## config.mk

```make
export PLATFORM = sky130hd
export DESIGN_NAME = central_register_bank_flat
export DESIGN_NICKNAME = d
export VERILOG_FILES = /design/src/rtl/central_register_bank_pkg.sv /design/src/rtl/central_register_bank_if.sv /design/src/rtl/central_register_bank_gated_register.sv /design/src/rtl/central_register_bank.sv /design/src/flat_wrapper.sv
export SDC_FILE = /design/constraint.sdc
export NUM_CORES = 1
export LEC_CHECK = 0
export CAP_MARGIN = 20
export CORE_ASPECT_RATIO = 1.25
export CORE_MARGIN = 10
export CORE_UTILIZATION = 50
export DETAILED_ROUTE_END_ITERATION = 8
export HOLD_SLACK_MARGIN = 0.1
export PLACE_DENSITY = 0.7
export SYNTH_ARGS = -nofsm -noshare
export SYNTH_HDL_FRONTEND = slang
export SYNTH_HIERARCHICAL = 1
export SYNTH_SLANG_ARGS = --single-unit
```

## constraint.sdc

```tcl
create_clock -name SIM_CLK -period 4.5 [get_ports SIM_CLK]
set_clock_uncertainty 0.1 [all_clocks]
set_input_delay 0.9 -clock SIM_CLK [delete_from_list [all_inputs] [get_ports SIM_CLK]]
set_output_delay 0.9 -clock SIM_CLK [all_outputs]
set_load 0.01 [all_outputs]
```

## src/rtl/central_register_bank_pkg.sv

```systemverilog
// Shared widths, register indices and the G write-path combiner for the central register bank.
package central_register_bank_pkg;

    localparam int unsigned WIDTH      = 16;
    localparam int unsigned EDOP_SHIFT = 7;
    localparam int unsigned S2_BIT     = 15;
    localparam int unsigned S1_BIT     = 14;

    localparam int unsigned NREG  = 5;
    localparam int unsigned REG_A = 0;
    localparam int unsigned REG_L = 1;
    localparam int unsigned REG_Q = 2;
    localparam int unsigned REG_Z = 3;
    localparam int unsigned REG_G = 4;

    // Active-high decode of the five G write gates.
    typedef struct packed {
        logic wg1;
        logic wg3;
        logic wg4;
        logic wg5;
        logic wedop;
    } g_wgates_t;

    // All active G write paths are wired-ORed together.
    function automatic logic [WIDTH-1:0] g_write_mux(input logic [WIDTH-1:0] wl,
                                                     input g_wgates_t        g);
        logic [WIDTH-1:0] v;
        v = '0;
        if (g.wg1)   v = v | wl;
        if (g.wg3)   v = v | {wl[WIDTH-2:0], wl[WIDTH-1]};
        if (g.wg4)   v = v | {wl[WIDTH-1], wl[WIDTH-1:1]};
        if (g.wg5)   v = v | {wl[0], wl[WIDTH-1:1]};
        if (g.wedop) v = v | (wl >> EDOP_SHIFT);
        return v;
    endfunction

endpackage

```

## src/rtl/central_register_bank_if.sv

```systemverilog
// Service-gate bus: write data, clear/write/read gates, and the returned read bus and A flags.
interface central_register_bank_if import central_register_bank_pkg::*; ();

    logic [WIDTH-1:0] WL;
    logic             CAG, CLG1G, CQG, CZG, CGG;
    logic             WAG_n, WLG_n, WQG_n, WZG_n;
    logic             WG1G_n, WG3G_n, WG4G_n, WG5G_n, WEDOPG_n;
    logic             RAG_n, RLG_n, RQG_n, RZG_n, RGG_n;
    logic [WIDTH-1:0] RL_n;
    logic             A_OVF;
    logic             A_SGN;

    modport master (
        output WL,
        output CAG, CLG1G, CQG, CZG, CGG,
        output WAG_n, WLG_n, WQG_n, WZG_n,
        output WG1G_n, WG3G_n, WG4G_n, WG5G_n, WEDOPG_n,
        output RAG_n, RLG_n, RQG_n, RZG_n, RGG_n,
        input  RL_n, A_OVF, A_SGN
    );

    modport slave (
        input  WL,
        input  CAG, CLG1G, CQG, CZG, CGG,
        input  WAG_n, WLG_n, WQG_n, WZG_n,
        input  WG1G_n, WG3G_n, WG4G_n, WG5G_n, WEDOPG_n,
        input  RAG_n, RLG_n, RQG_n, RZG_n, RGG_n,
        output RL_n, A_OVF, A_SGN
    );

endinterface

```

## src/rtl/central_register_bank_gated_register.sv

```systemverilog
// One wired-OR register: clear, then OR in write data; contents gated onto the read bus.
module central_register_bank_gated_register import central_register_bank_pkg::*; #(
    parameter int unsigned W = WIDTH
) (
    input  logic         i_clk,
    input  logic         i_rst_n,
    input  logic         i_clr,
    input  logic         i_we,
    input  logic [W-1:0] i_wdata,
    input  logic         i_re,
    output logic [W-1:0] o_next,
    output logic [W-1:0] o_rd
);

    logic [W-1:0] r_q;
    logic [W-1:0] w_next;

    always_comb begin
        w_next = i_clr ? '0 : r_q;
        if (i_we) w_next = w_next | i_wdata;
    end

    always_ff @(posedge i_clk) begin
        if (!i_rst_n) r_q <= '0;
        else          r_q <= w_next;
    end

    assign o_next = w_next;
    assign o_rd   = r_q & {W{i_re}};

endmodule

```

## src/rtl/central_register_bank.sv

```systemverilog
// Central registers A, L, Q, Z, G behind the service gates, with active-low wired-OR read bus.
module central_register_bank import central_register_bank_pkg::*; (
    input  logic                    SIM_CLK,
    input  logic                    SIM_RST,
    central_register_bank_if.slave  bus
);

    logic [NREG-1:0]  w_clr;
    logic [NREG-1:0]  w_we;
    logic [NREG-1:0]  w_re;
    g_wgates_t        w_g_gates;
    logic [WIDTH-1:0] w_wdata [NREG];
    logic [WIDTH-1:0] w_next  [NREG];
    logic [WIDTH-1:0] w_rd    [NREG];
    logic [WIDTH-1:0] w_rd_or;
    logic             w_unused_next;
    logic             r_a_ovf;
    logic             r_a_sgn;

    assign w_clr     = {bus.CGG, bus.CZG, bus.CQG, bus.CLG1G, bus.CAG};
    assign w_g_gates = {~bus.WG1G_n, ~bus.WG3G_n, ~bus.WG4G_n, ~bus.WG5G_n, ~bus.WEDOPG_n};
    assign w_we      = {|w_g_gates, ~bus.WZG_n, ~bus.WQG_n, ~bus.WLG_n, ~bus.WAG_n};
    assign w_re      = ~{bus.RGG_n, bus.RZG_n, bus.RQG_n, bus.RLG_n, bus.RAG_n};

    assign w_wdata[REG_A] = bus.WL;
    assign w_wdata[REG_L] = bus.WL;
    assign w_wdata[REG_Q] = bus.WL;
    assign w_wdata[REG_Z] = bus.WL;
    assign w_wdata[REG_G] = g_write_mux(bus.WL, w_g_gates);

    for (genvar i = 0; i < NREG; i++) begin : g_reg
        central_register_bank_gated_register #(.W(WIDTH)) u_reg (
            .i_clk   (SIM_CLK),
            .i_rst_n (SIM_RST),
            .i_clr   (w_clr[i]),
            .i_we    (w_we[i]),
            .i_wdata (w_wdata[i]),
            .i_re    (w_re[i]),
            .o_next  (w_next[i]),
            .o_rd    (w_rd[i])
        );
    end

    assign w_rd_or  = w_rd[REG_A] | w_rd[REG_L] | w_rd[REG_Q] | w_rd[REG_Z] | w_rd[REG_G];
    assign bus.RL_n = ~w_rd_or;

    // Flags follow A's next state so they always match the register after the edge.
    always_ff @(posedge SIM_CLK) begin
        if (!SIM_RST) begin
            r_a_ovf <= 1'b0;
            r_a_sgn <= 1'b0;
        end else begin
            r_a_ovf <= w_next[REG_A][S2_BIT] ^ w_next[REG_A][S1_BIT];
            r_a_sgn <= w_next[REG_A][S2_BIT];
        end
    end

    assign bus.A_OVF = r_a_ovf;
    assign bus.A_SGN = r_a_sgn;

    assign w_unused_next = ^{w_next[REG_A], w_next[REG_L], w_next[REG_Q], w_next[REG_Z], w_next[REG_G]};

endmodule
```

## src/flat_wrapper.sv

```systemverilog
// flat-port wrapper written by rule: the top's interface ports become plain ports
module central_register_bank_flat import central_register_bank_pkg::*;
  (SIM_CLK, SIM_RST, bus_WL, bus_CAG, bus_CLG1G, bus_CQG, bus_CZG, bus_CGG, bus_WAG_n, bus_WLG_n, bus_WQG_n, bus_WZG_n, bus_WG1G_n, bus_WG3G_n, bus_WG4G_n, bus_WG5G_n, bus_WEDOPG_n, bus_RAG_n, bus_RLG_n, bus_RQG_n, bus_RZG_n, bus_RGG_n, bus_RL_n, bus_A_OVF, bus_A_SGN);
  central_register_bank_if bus_i ();
  input  logic SIM_CLK;
  input  logic SIM_RST;
  input wire logic [$bits(bus_i.WL)-1:0] bus_WL;
  input wire logic [$bits(bus_i.CAG)-1:0] bus_CAG;
  input wire logic [$bits(bus_i.CLG1G)-1:0] bus_CLG1G;
  input wire logic [$bits(bus_i.CQG)-1:0] bus_CQG;
  input wire logic [$bits(bus_i.CZG)-1:0] bus_CZG;
  input wire logic [$bits(bus_i.CGG)-1:0] bus_CGG;
  input wire logic [$bits(bus_i.WAG_n)-1:0] bus_WAG_n;
  input wire logic [$bits(bus_i.WLG_n)-1:0] bus_WLG_n;
  input wire logic [$bits(bus_i.WQG_n)-1:0] bus_WQG_n;
  input wire logic [$bits(bus_i.WZG_n)-1:0] bus_WZG_n;
  input wire logic [$bits(bus_i.WG1G_n)-1:0] bus_WG1G_n;
  input wire logic [$bits(bus_i.WG3G_n)-1:0] bus_WG3G_n;
  input wire logic [$bits(bus_i.WG4G_n)-1:0] bus_WG4G_n;
  input wire logic [$bits(bus_i.WG5G_n)-1:0] bus_WG5G_n;
  input wire logic [$bits(bus_i.WEDOPG_n)-1:0] bus_WEDOPG_n;
  input wire logic [$bits(bus_i.RAG_n)-1:0] bus_RAG_n;
  input wire logic [$bits(bus_i.RLG_n)-1:0] bus_RLG_n;
  input wire logic [$bits(bus_i.RQG_n)-1:0] bus_RQG_n;
  input wire logic [$bits(bus_i.RZG_n)-1:0] bus_RZG_n;
  input wire logic [$bits(bus_i.RGG_n)-1:0] bus_RGG_n;
  output wire logic [$bits(bus_i.RL_n)-1:0] bus_RL_n;
  output wire logic [$bits(bus_i.A_OVF)-1:0] bus_A_OVF;
  output wire logic [$bits(bus_i.A_SGN)-1:0] bus_A_SGN;
  assign bus_i.WL = bus_WL;
  assign bus_i.CAG = bus_CAG;
  assign bus_i.CLG1G = bus_CLG1G;
  assign bus_i.CQG = bus_CQG;
  assign bus_i.CZG = bus_CZG;
  assign bus_i.CGG = bus_CGG;
  assign bus_i.WAG_n = bus_WAG_n;
  assign bus_i.WLG_n = bus_WLG_n;
  assign bus_i.WQG_n = bus_WQG_n;
  assign bus_i.WZG_n = bus_WZG_n;
  assign bus_i.WG1G_n = bus_WG1G_n;
  assign bus_i.WG3G_n = bus_WG3G_n;
  assign bus_i.WG4G_n = bus_WG4G_n;
  assign bus_i.WG5G_n = bus_WG5G_n;
  assign bus_i.WEDOPG_n = bus_WEDOPG_n;
  assign bus_i.RAG_n = bus_RAG_n;
  assign bus_i.RLG_n = bus_RLG_n;
  assign bus_i.RQG_n = bus_RQG_n;
  assign bus_i.RZG_n = bus_RZG_n;
  assign bus_i.RGG_n = bus_RGG_n;
  assign bus_RL_n = bus_i.RL_n;
  assign bus_A_OVF = bus_i.A_OVF;
  assign bus_A_SGN = bus_i.A_SGN;
  central_register_bank u_core (.SIM_CLK(SIM_CLK), .SIM_RST(SIM_RST), .bus(bus_i));
endmodule
```

Word-level counts from Yosys, hierarchy flattened
Index checks and enable logic that the tools add are counted.
Cells by class
  muxes and demuxes: 15
  bitwise logic cells: 26
  reductions and logical operators: 1
Operators with widths (number)
  two-way mux 16 bit: 15
  OR 16 bit: 12
  bitwise AND 16 bit: 5
  NOT 16 bit: 1
  OR 16 x 9 -> 16 bit: 1
  NOT 1 bit: 5
  NOT 5 bit: 1
  OR reduction 5 bit: 1
  bitwise XOR 1 bit: 1
Storage, ports and cells
  output and inout port bits: 18
  logic and storage cells: 49
  register bits after elaboration: 82
  input port bits: 37

Depth between registers and ports, before layout
  depth after elaboration: 11
  mapped depth: 7
  gate-level depth less buffers: 5

By module
The synthesis kept the hierarchy.
Modules (own cells, without submodules)
  central_register_bank_gated_register: times used 5, cells an instance 101, area each 923.4 sq um, sequential area each 320.3 sq um
  central_register_bank: times used 1, cells an instance 105, area each 720.7 sq um, sequential area each 40.0 sq um

Worst setup path before layout
No wires, ideal clock.
  path kind: in2out
  from: input bus_RAG_n
  to: output bus_RL_n[10]
  setup slack: 1.585 ns
  buffers on the path: 1
  data required time: 3.500 ns
  arrival: 1.915 ns
  cell stages on the path: 5
  path through: inv_1 clkbuf_2 and2_1 or4_1 nor2_1
RTL lines
  from (decl): RTL line flat_wrapper.sv:22  | input wire logic [$bits(bus_i.RAG_n)-1:0] bus_RAG_n;
  to (decl): RTL line flat_wrapper.sv:27  | output wire logic [$bits(bus_i.RL_n)-1:0] bus_RL_n;

==> reports/results.txt <==
Clock Path Buffers: 2
commonest non-fill, non-tap cells in the layout: nand2_1, and2_1, dfxtp_1
commonest non-fill, non-tap cell in the layout: nand2_1
initial core utilization: 0.517
Slew Viols, Final: 0
leakage power: 2.49 nW
P_int: 1.45 mW
Post-Syn Area: 5040 µm²
CP startpoint kind: input pin
Critical Path RT: 3.50 ns
drt drc: 0
Max IR drop VDD: 0.186 mV
nets: 607
DRT iter0 DRCs: 126
CTS tree: done
syn nets: 569
Clock transition at path regs: 0.06 ns
clock sink count: 82
Placed Cells: 685
Hold Fails Final Rpt: 0
endpoints failing setup: 0
status: completed
worst-path fanout max: 16
root buffer cell: clkbuf_16
critical path type: input pin to output pin
max_cap viols: 0
Hold-fix buffers, CTS: 0
Comb pwr share: 0.178
GRT overflow: 0
Tmin final: 4.10 ns
crit end category: output pin
Post-DRT Antenna Nets: 0
global-route wire length before repair: 20600 µm
vias in the first global route: 3741
Reg2Reg Setup Slack: 3.44 ns
clock insertion delay at the later pin of the skew report: 0.33 ns
pin count of the biggest net entering global routing: 62
diode count: 0
RSZ-0062 raised after global routing: no
Setup TNS: 0 ns
Synth warnings: 6
Area growth, synth to finish: 15.5%
DIE WIDTH: 110 µm
fin crit share: 0.910
WL final: 13000 µm
TritonCTS Buffers: 9
FMAX: 244 MHz
HPWL after DPL: 9160 µm
die area: 14500 µm²
Via-to-Cell Ratio: 5.28
core area: 9760 µm²
Avg Inst Size Synth: 9.48 µm²
Seq. cell area: 1640 µm²
Pwr per Cell Area: 334 nW/µm²
Routed WL per cell: 18.6 µm
Min-Delay Path Class: flip-flop to flip-flop
Reg2Reg Launch Point: u_core/g_reg[0].u_reg/r_q[15]
Critical Path AT: 3.10 ns
reg2reg path depth: 4
fin cells: 700
Rows: 40
die extent in y: 132 µm
Slew @ Worst Pin: 0.784 ns
power after layout: 1.95 mW
CTS resizes: 0
Placer Congestion: 0.868
switch share: 0.253
setup repair bufs after CTS: 0
HP Start: u_core/g_reg[3].u_reg/r_q[4]
Sw Pwr: 0.493 mW
sequential share of power: 0.415
total track usage: 0.183
# IOs: 55
CP Launch Point: bus_RQG_n
Initial DRT Pass Iterations: 4
port buffer count: 54
Mapped Cells: 532
initial antenna violation count: 0
filler instances: 865
Clock Power Share: 0.407
layout cells sized above 1: 0.232
H-tree levels: 3
worst-case headroom to the max-slew limit: 0.476
worst hold stages: 2
vias: 3699
area taken by multi-input logic gates: 3120 µm²
final timing paths:
path | end
max | bus_RL_n[1]
min | u_core/g_reg[3].u_reg/r_q[4]
max reg2reg | u_core/bus.A_OVF
min reg2reg | u_core/g_reg[3].u_reg/r_q[4]
per-layer routing:
metal / wire length (µm) / vias up / global-route usage
li1: - / 1814 / -
met1: 5220 / 1778 / 0.206
met2: 6740 / 83 / 0.314
met3: 636 / 24 / 0.0323
met4: 441 / 0 / 0.0928
met5: 0 / - / 0
state kept, by name, indices dropped and copies added (netlist names):
name / flops
u_core/g.u_reg/r_q: 80
u_core/bus.A_OVF: 1
u_core/bus.A_SGN: 1
through the flow:
stage	util	setup slack [ns]	hold WS (ns)	instance area, µm²
2_1_floorplan	-	1.58	0.344	5040
3_5_place_dp	0.564	0.419	0.359	5510
3_3_place_gp	0.564	0.409	0.352	5510
4_1_cts	0.597	0.405	0.368	5820
6_report	0.597	0.405	0.363	5820
5_1_grt	0.597	0.297	0.382	5820
critical path, cell delays in order:
cell	delay, ns
clkdlybuf4s50_1	0.45
inv_1	0.25
and2_1	0.28
or4_1	0.49
nor2_1	0.15
clkdlybuf4s50_1	0.57
power by group through the flow:
stage	clock (mW)	sequential (mW)	combinational, mW
2_1_floorplan	0	0.818	0.221
3_3_place_gp	0	0.822	0.343
3_5_place_dp	0	0.825	0.349
4_1_cts	0.805	0.809	0.351
5_1_grt	0.834	0.813	0.376
6_report	0.793	0.808	0.347
area by class of cell:
class                           count  area share
Clock buffer                       10      0.0410
Clock inverter                      5      0.0135
Inverter                           11     0.00709
Multi-Input combinational cell    411       0.536
Sequential cell                    82       0.282
Tap cell                          126      0.0271
Timing Repair Buffer               55      0.0932
Power figures use the tool's default switching activity.
